--- src/rtl/img_stream_loader.sv ---
// img_stream_loader
// Moves a fixed-size block of pixel bytes between a byte stream and a
// byte-wide data memory that has a registered read port.
//   load : stream (s_data/s_valid/s_ready) -> memory writes (dAddr/d_in/MEM_WRITE)
//   dump : memory reads (dAddr/mem_rdata) -> stream (m_data/m_valid/m_ready)
// Ports:
//   clk, rst                  clock, asynchronous active-high reset
//   start_load, start_dump    transfer requests, sampled only while idle
//   s_data, s_valid, s_ready  inbound byte stream
//   m_data, m_valid, m_ready  outbound byte stream
//   dAddr, d_in, MEM_WRITE    data-memory address, write byte, write strobe
//   mem_rdata                 data-memory read byte, one cycle after address
//   busy, done                transfer in progress, one-cycle completion pulse
// Handshake: a byte moves on a cycle where valid and ready are both high at
// the rising edge; a source holds valid and data stable until that happens.
module img_stream_loader #(
    parameter int BASE_ADDR = 0,
    parameter int NUM_BYTES = 65536
) (
    input  logic        clk,
    input  logic        rst,
    input  logic        start_load,
    input  logic        start_dump,
    input  logic [7:0]  s_data,
    input  logic        s_valid,
    output logic        s_ready,
    output logic [7:0]  m_data,
    output logic        m_valid,
    input  logic        m_ready,
    output logic [18:0] dAddr,
    output logic [7:0]  d_in,
    output logic        MEM_WRITE,
    input  logic [7:0]  mem_rdata,
    output logic        busy,
    output logic        done
);

    localparam logic [2:0] IDLE    = 3'd0;
    localparam logic [2:0] LOAD    = 3'd1;
    localparam logic [2:0] RD_ADDR = 3'd2;
    localparam logic [2:0] RD_CAP  = 3'd3;
    localparam logic [2:0] RD_OUT  = 3'd4;

    localparam logic [18:0] LAST_CNT = 19'(NUM_BYTES - 1);
    localparam logic [18:0] BASE     = 19'(BASE_ADDR);

    logic [2:0]  state_q, state_d;
    logic [18:0] cnt_q, cnt_d;
    logic [7:0]  m_data_q, m_data_d;
    logic        done_q, done_d;

    always_comb begin
        state_d  = state_q;
        cnt_d    = cnt_q;
        m_data_d = m_data_q;
        done_d   = 1'b0;
        case (state_q)
            IDLE: begin
                // Load has priority when both requests arrive together.
                if (start_load) begin
                    state_d = LOAD;
                    cnt_d   = '0;
                end else if (start_dump) begin
                    state_d = RD_ADDR;
                    cnt_d   = '0;
                end
            end
            LOAD: begin
                if (s_valid) begin
                    if (cnt_q == LAST_CNT) begin
                        state_d = IDLE;
                        cnt_d   = '0;
                        done_d  = 1'b1;
                    end else begin
                        cnt_d = cnt_q + 19'd1;
                    end
                end
            end
            // Address is presented here; the memory registers it at the edge.
            RD_ADDR: state_d = RD_CAP;
            // mem_rdata now holds the byte for cnt; capture it for output.
            RD_CAP: begin
                m_data_d = mem_rdata;
                state_d  = RD_OUT;
            end
            RD_OUT: begin
                if (m_ready) begin
                    if (cnt_q == LAST_CNT) begin
                        state_d = IDLE;
                        cnt_d   = '0;
                        done_d  = 1'b1;
                    end else begin
                        cnt_d   = cnt_q + 19'd1;
                        state_d = RD_ADDR;
                    end
                end
            end
            default: begin
                state_d = IDLE;
                cnt_d   = '0;
            end
        endcase
    end

    always_ff @(posedge clk or posedge rst) begin
        if (rst) begin
            state_q  <= IDLE;
            cnt_q    <= '0;
            m_data_q <= '0;
            done_q   <= 1'b0;
        end else begin
            state_q  <= state_d;
            cnt_q    <= cnt_d;
            m_data_q <= m_data_d;
            done_q   <= done_d;
        end
    end

    // Stream-side outputs decode straight from the registered state so that
    // reset forces them low without waiting for a clock edge.
    assign s_ready   = (state_q == LOAD);
    assign MEM_WRITE = s_ready & s_valid;
    assign d_in      = s_ready ? s_data : 8'd0;
    assign m_valid   = (state_q == RD_OUT);
    assign m_data    = m_data_q;
    assign busy      = (state_q != IDLE);
    // done is registered and fires in the first IDLE cycle, so it never
    // overlaps busy.
    assign done      = done_q;
    assign dAddr     = BASE + cnt_q;

endmodule

--- config.mk ---
export PLATFORM = sky130hd
export DESIGN_NAME = img_stream_loader
export DESIGN_NICKNAME = d
export VERILOG_FILES = /design/src/rtl/img_stream_loader.sv
export SDC_FILE = /design/constraint.sdc
export NUM_CORES = 1
export LEC_CHECK = 0
export ABC_CLOCK_PERIOD_IN_PS = 2810
export CORE_ASPECT_RATIO = 0.9
export CORE_MARGIN = 8
export CORE_UTILIZATION = 40
export CTS_BUF_LIST = sky130_fd_sc_hd__clkbuf_16
export DETAILED_ROUTE_END_ITERATION = 6
export PLACE_DENSITY = 0.73
export SETUP_SLACK_MARGIN = 0.15
export SYNTH_ARGS = -nofsm -noshare
export SYNTH_HDL_FRONTEND = slang
export SYNTH_SLANG_ARGS = --single-unit
--- constraint.sdc ---
create_clock -name clk -period 2.81 [get_ports clk]
set_clock_uncertainty 0.05 [all_clocks]
set_input_delay 0.7025 -clock clk [delete_from_list [all_inputs] [get_ports clk]]
set_output_delay 0.7025 -clock clk [all_outputs]
set_load 0.05 [all_outputs]
==> flow_results.org <==
** Floorplanning
- In this run the core area contains 22 standard-cell rows.
- I/O pin cnt :: 62
- Measured along the y axis, the die boundary spans 78.7 um.
- Die span in x :: 85.6 um
- Area of the die :: 6740 um2
- Initial standard-cell utilization of the core :: 42.3%
- Core region area :: 4130 um2

** Routing
- Router iterations before antenna repair :: 4
- For this block, the initial DRC count from the detailed router was 160.
- In the final routed layout, each cell accounts on average for 16.1 um.
- DRC violation count after routing :: 0
- Final routed wirelength across all metal layers :: roughly 4800 um
- Once detail routing completed, the nets flagged for antenna violations numbered 0.
- Post-DR vias/cell :: 5.55
- Routed via count :: 1658

** Pwr
- The clock network accounts for 19.8% of the total power.
- Combinational logic burns 58.3% of the power.
- Maximum vdd drop :: 0.859 mV
- P per Cell Area :: ~1100 nW/um2
- Overall power consumption after layout is estimated at 0.00302 W.
- Static leakage :: between 1 and 1.5 nW
- Int Power :: approximately 0.0016 W
- In this run, flip-flops and latches consume 21.9% of the power.
- Switching pwr :: 0.00138 W
- Switching share of total power :: ~46%

** GRT
- Largest net degree at the start of global routing :: 32
- Highest-utilization routing layer at the global route stage :: met2
- Initial antenna violation count :: 0
- GRT met2 Usage :: 24.4%
- Met1 demand-to-capacity share in global routing :: roughly a fifth
- Global routing finished with a remaining overflow of 0.
- Global routing used 15.7% of the available tracks.
- Global-route wire length before repair :: between 8000 and 9000 um
- For met3 alone, demand over resource in global routing was 4.37%.
- Vias in the first global route :: 1638

** Timing
- Headroom to the max-slew limit came out at 55.6%.
- The final count of pins violating max slew is 0.
- # setup viols final :: 0
- Of the available clock period, the critical path in the final layout requires roughly 93%.
- RSZ-0062 raised after global routing :: no
- Final-layout worst hold slack :: 0.453 ns
- Final hold vios :: 0
- Static timing analysis puts the maximum clock frequency at about 0.38 GHz.
- At the pin with the least slew margin, the transition time is ~0.66 ns.
- Minimum setup slack in the final design :: between 0.15 and 0.2 ns
- Accumulated negative setup slack :: 0 ns
- Min Clock Period, post-route :: 2.62 ns

** Synthesis
- The biggest area contributor in the post-synthesis netlist is dfrtp_1.
- For this run, the leading register cell type out of synthesis is dfrtp_1.
- Of the total synthesized cell area, the portion taken by AND, OR, NAND and NOR gates is between 20% and 30%.
- The cell area that synthesis handed to floorplanning was 1750 um2.
- After synthesis, the largest family of logic cells by area is simple AND/OR/NAND/NOR gates.
- Gate count after technology mapping :: 187
- When the netlist entered floorplanning its net count stood at 210.
- Post-synthesis xor/xnor area fraction :: 0%
- Summing the areas of all compound-gate instances in the mapped netlist gives 17.0% of the synthesized area.
- Sequential cells were found to cover between 40% and 50% of the synthesized design area.
- Sorting the synthesized cells by area gives the leading types as dfrtp_1 44%, mux2_2 5.2%, and2_1 4.3%, nand2_1 4.3%, nand3_1 3.7%.
- Of the post-synthesis cell area, the dominant cell type holds 44.4%.
- Register bit count reported by yosys :: 31
- Synth Warn # :: 0
- Each instance of the synthesized netlist takes up on average ~9.3 um2.
- Counting distinct cell types in the post-synthesis netlist gives 42.
- Synthesized-area fraction occupied by adder cells :: less than 1%
- After synthesis, the share of cell area in mux cells is around 5.2%.
- In the synthesized netlist the async set-or-reset flop fraction comes to 100%.
- Post-synth EDFFs :: 0

** Final layout
- The area growth from synthesis to layout is 51.5%.
- Ratio of cells with drive above 1 in the final layout :: between 10% and 20%
- ANT cells :: 0
- Area used by multi-input combinational logic :: slightly below 900 um2
- The library cell used most frequently in the layout, excluding fill and tap cells, is clkdlybuf4s50_1.
- Leaving out fill and tap cells, the most frequent cells in the layout are 50 x clkdlybuf4s50_1, 31 x dfrtp_1, 20 x nand2_1.
- After the last flow step, the layout net total stands at 273.
- Area occupied by registers :: 776 um2
- Counting the fill cells in the layout gives 330.

** Worst hold path
- The tightest min-delay check is of the reg2reg type.
- Hold_sp :: m_data[3]$_DFFE_PP0P_

** Critical path
- Cell Chain, Critical Path :: or3_1 -> clkdlybuf4s50_1
- Data arrival time at the worst-slack endpoint :: 1.87 ns
- The cell family contributing the most delay on the critical path is buffers and inverters.
- Beginning of the worst register-to-register path :: cnt_q[0]$_DFFE_PP0P_
- Critical Path Start :: state_q[0]$_DFFE_PP0P_
- Largest stage delay, worst path :: 0.71 ns
- Critical Path Sink Type :: output pin
- For the worst setup path, the data required time is 2.06 ns.
- Among all stages on the critical path, the largest delay is contributed by clkdlybuf4s50_1.
- Worst-path fanout max :: 11
- STA classifies the critical path startpoint as a register.
- Counting both buffers and inverters, the worst setup path holds a total of 1.
- Category of the critical setup timing path :: reg2out

** Place
- Port bufs :: 61
- HPWL after detailed placement :: 3670 um
- DP Worst Slack :: 0.210 ns
- RD Place Congestion :: 0.874

** CTS
- In this run, CTS created clock tree buffers numbering 5.
- Clock latency of the later-clocked register in the worst-skew pair :: ~0.28 ns
- Clock tree from TritonCTS :: yes
- After clock tree synthesis, the clock-pin slew on the worst setup and hold paths is 0.05 ns.
- The clock passes through at most 2 buffers.
- Count of clock tree sinks :: 31
- The cell sitting at the root of the clock tree is a clkbuf_16.
- Buffers added to address setup during post-CTS repair amount to 0.
- CTS built an H-tree with a depth of 2.

** Status
- Result of the run :: finished clean

** Run
- Max-cap violations in this run came to 0.
## per-stage QoR
stage,util [%],area (um2),cells
detailed placement,60.0,2480,291
global placement,60.0,2480,291
global route,64.1,2650,299
finish,64.1,2650,299
floorplan,-,1750,187
CTS,64.0,2640,299
## cell usage after synthesis, types with 2 or more instances
cell	instances
o21ai_0	13
nand3b_1	2
dfrtp_1	31
buf_2	2
nor2_1	7
o31ai_1	4
a31oi_1	2
a21oi_1	8
and2_1	12
nand2_1	20
nor4_4	2
or3_1	4
nor3_1	7
mux2_2	8
a21o_1	5
inv_1	10
nand3_1	13
o311ai_0	2
o41ai_1	3
nand4_1	6
clkbuf_1	3
or2_2	3
## final timing paths
check	endpoint	slack, ns	cells after the start
max reg2reg	cnt_q[16]$_DFFE_PP0P_	0.72	5
max	busy	0.19	2
min reg2reg	m_data[3]$_DFFE_PP0P_	0.45	1
min	m_data[3]$_DFFE_PP0P_	0.45	1
max in group asynchronous	cnt_q[16]$_DFFE_PP0P_	1.65	3
min in group asynchronous	m_data[5]$_DFFE_PP0P_	0.77	3
## final cells by class
| cell class | instances | area share (%) |
|---|---|---|
| clock buffer | 5 | 4.73 |
| clock inverter | 3 | 1.47 |
| inverter | 10 | 1.42 |
| multi-input combinational | 139 | 33.7 |
| sequential | 31 | 29.3 |
| tap | 48 | 2.27 |
| timing repair buffer | 63 | 27.1 |
## logic make-up after synthesis
group	Yosys count
AOI/OAI and AO/OA	45
adders and majority gates	1
buffers and inverters	17
DFF	31
muxes	8
and+or+nand+nor	85
## metal layers
| layer | vias up | part of all wire [%] |
|---|---|---|
| li1 | 812 | - |
| met5 | - | 0 |
| met1 | 787 | 45 |
| met2 | 48 | 47 |
| met4 | 0 | 2.2 |
| met3 | 11 | 5.1 |
## flip-flops by register name, summed over array words and instances (netlist names)
| name | count |
|---|---|
| cnt_q | 19 |
| state_q | 3 |
| done | 1 |
| m_data | 8 |
## repair_timing
action	in CTS	in global routing
gates resized for setup	0	1
endpoints found under the setup margin	0	1
hold buffers	0	0
## power by group through the flow
stage	sequential (W)	clock, W	combinational [W]
CTS	0.000661	0.000610	0.00177
detailed placement	0.000669	0	0.00177
global route	0.000680	0.000631	0.00187
floorplan	0.000885	0	0.000902
finish	0.000662	0.000596	0.00176
global placement	0.000660	0	0.00175
(Power assumes the default switching activity.)
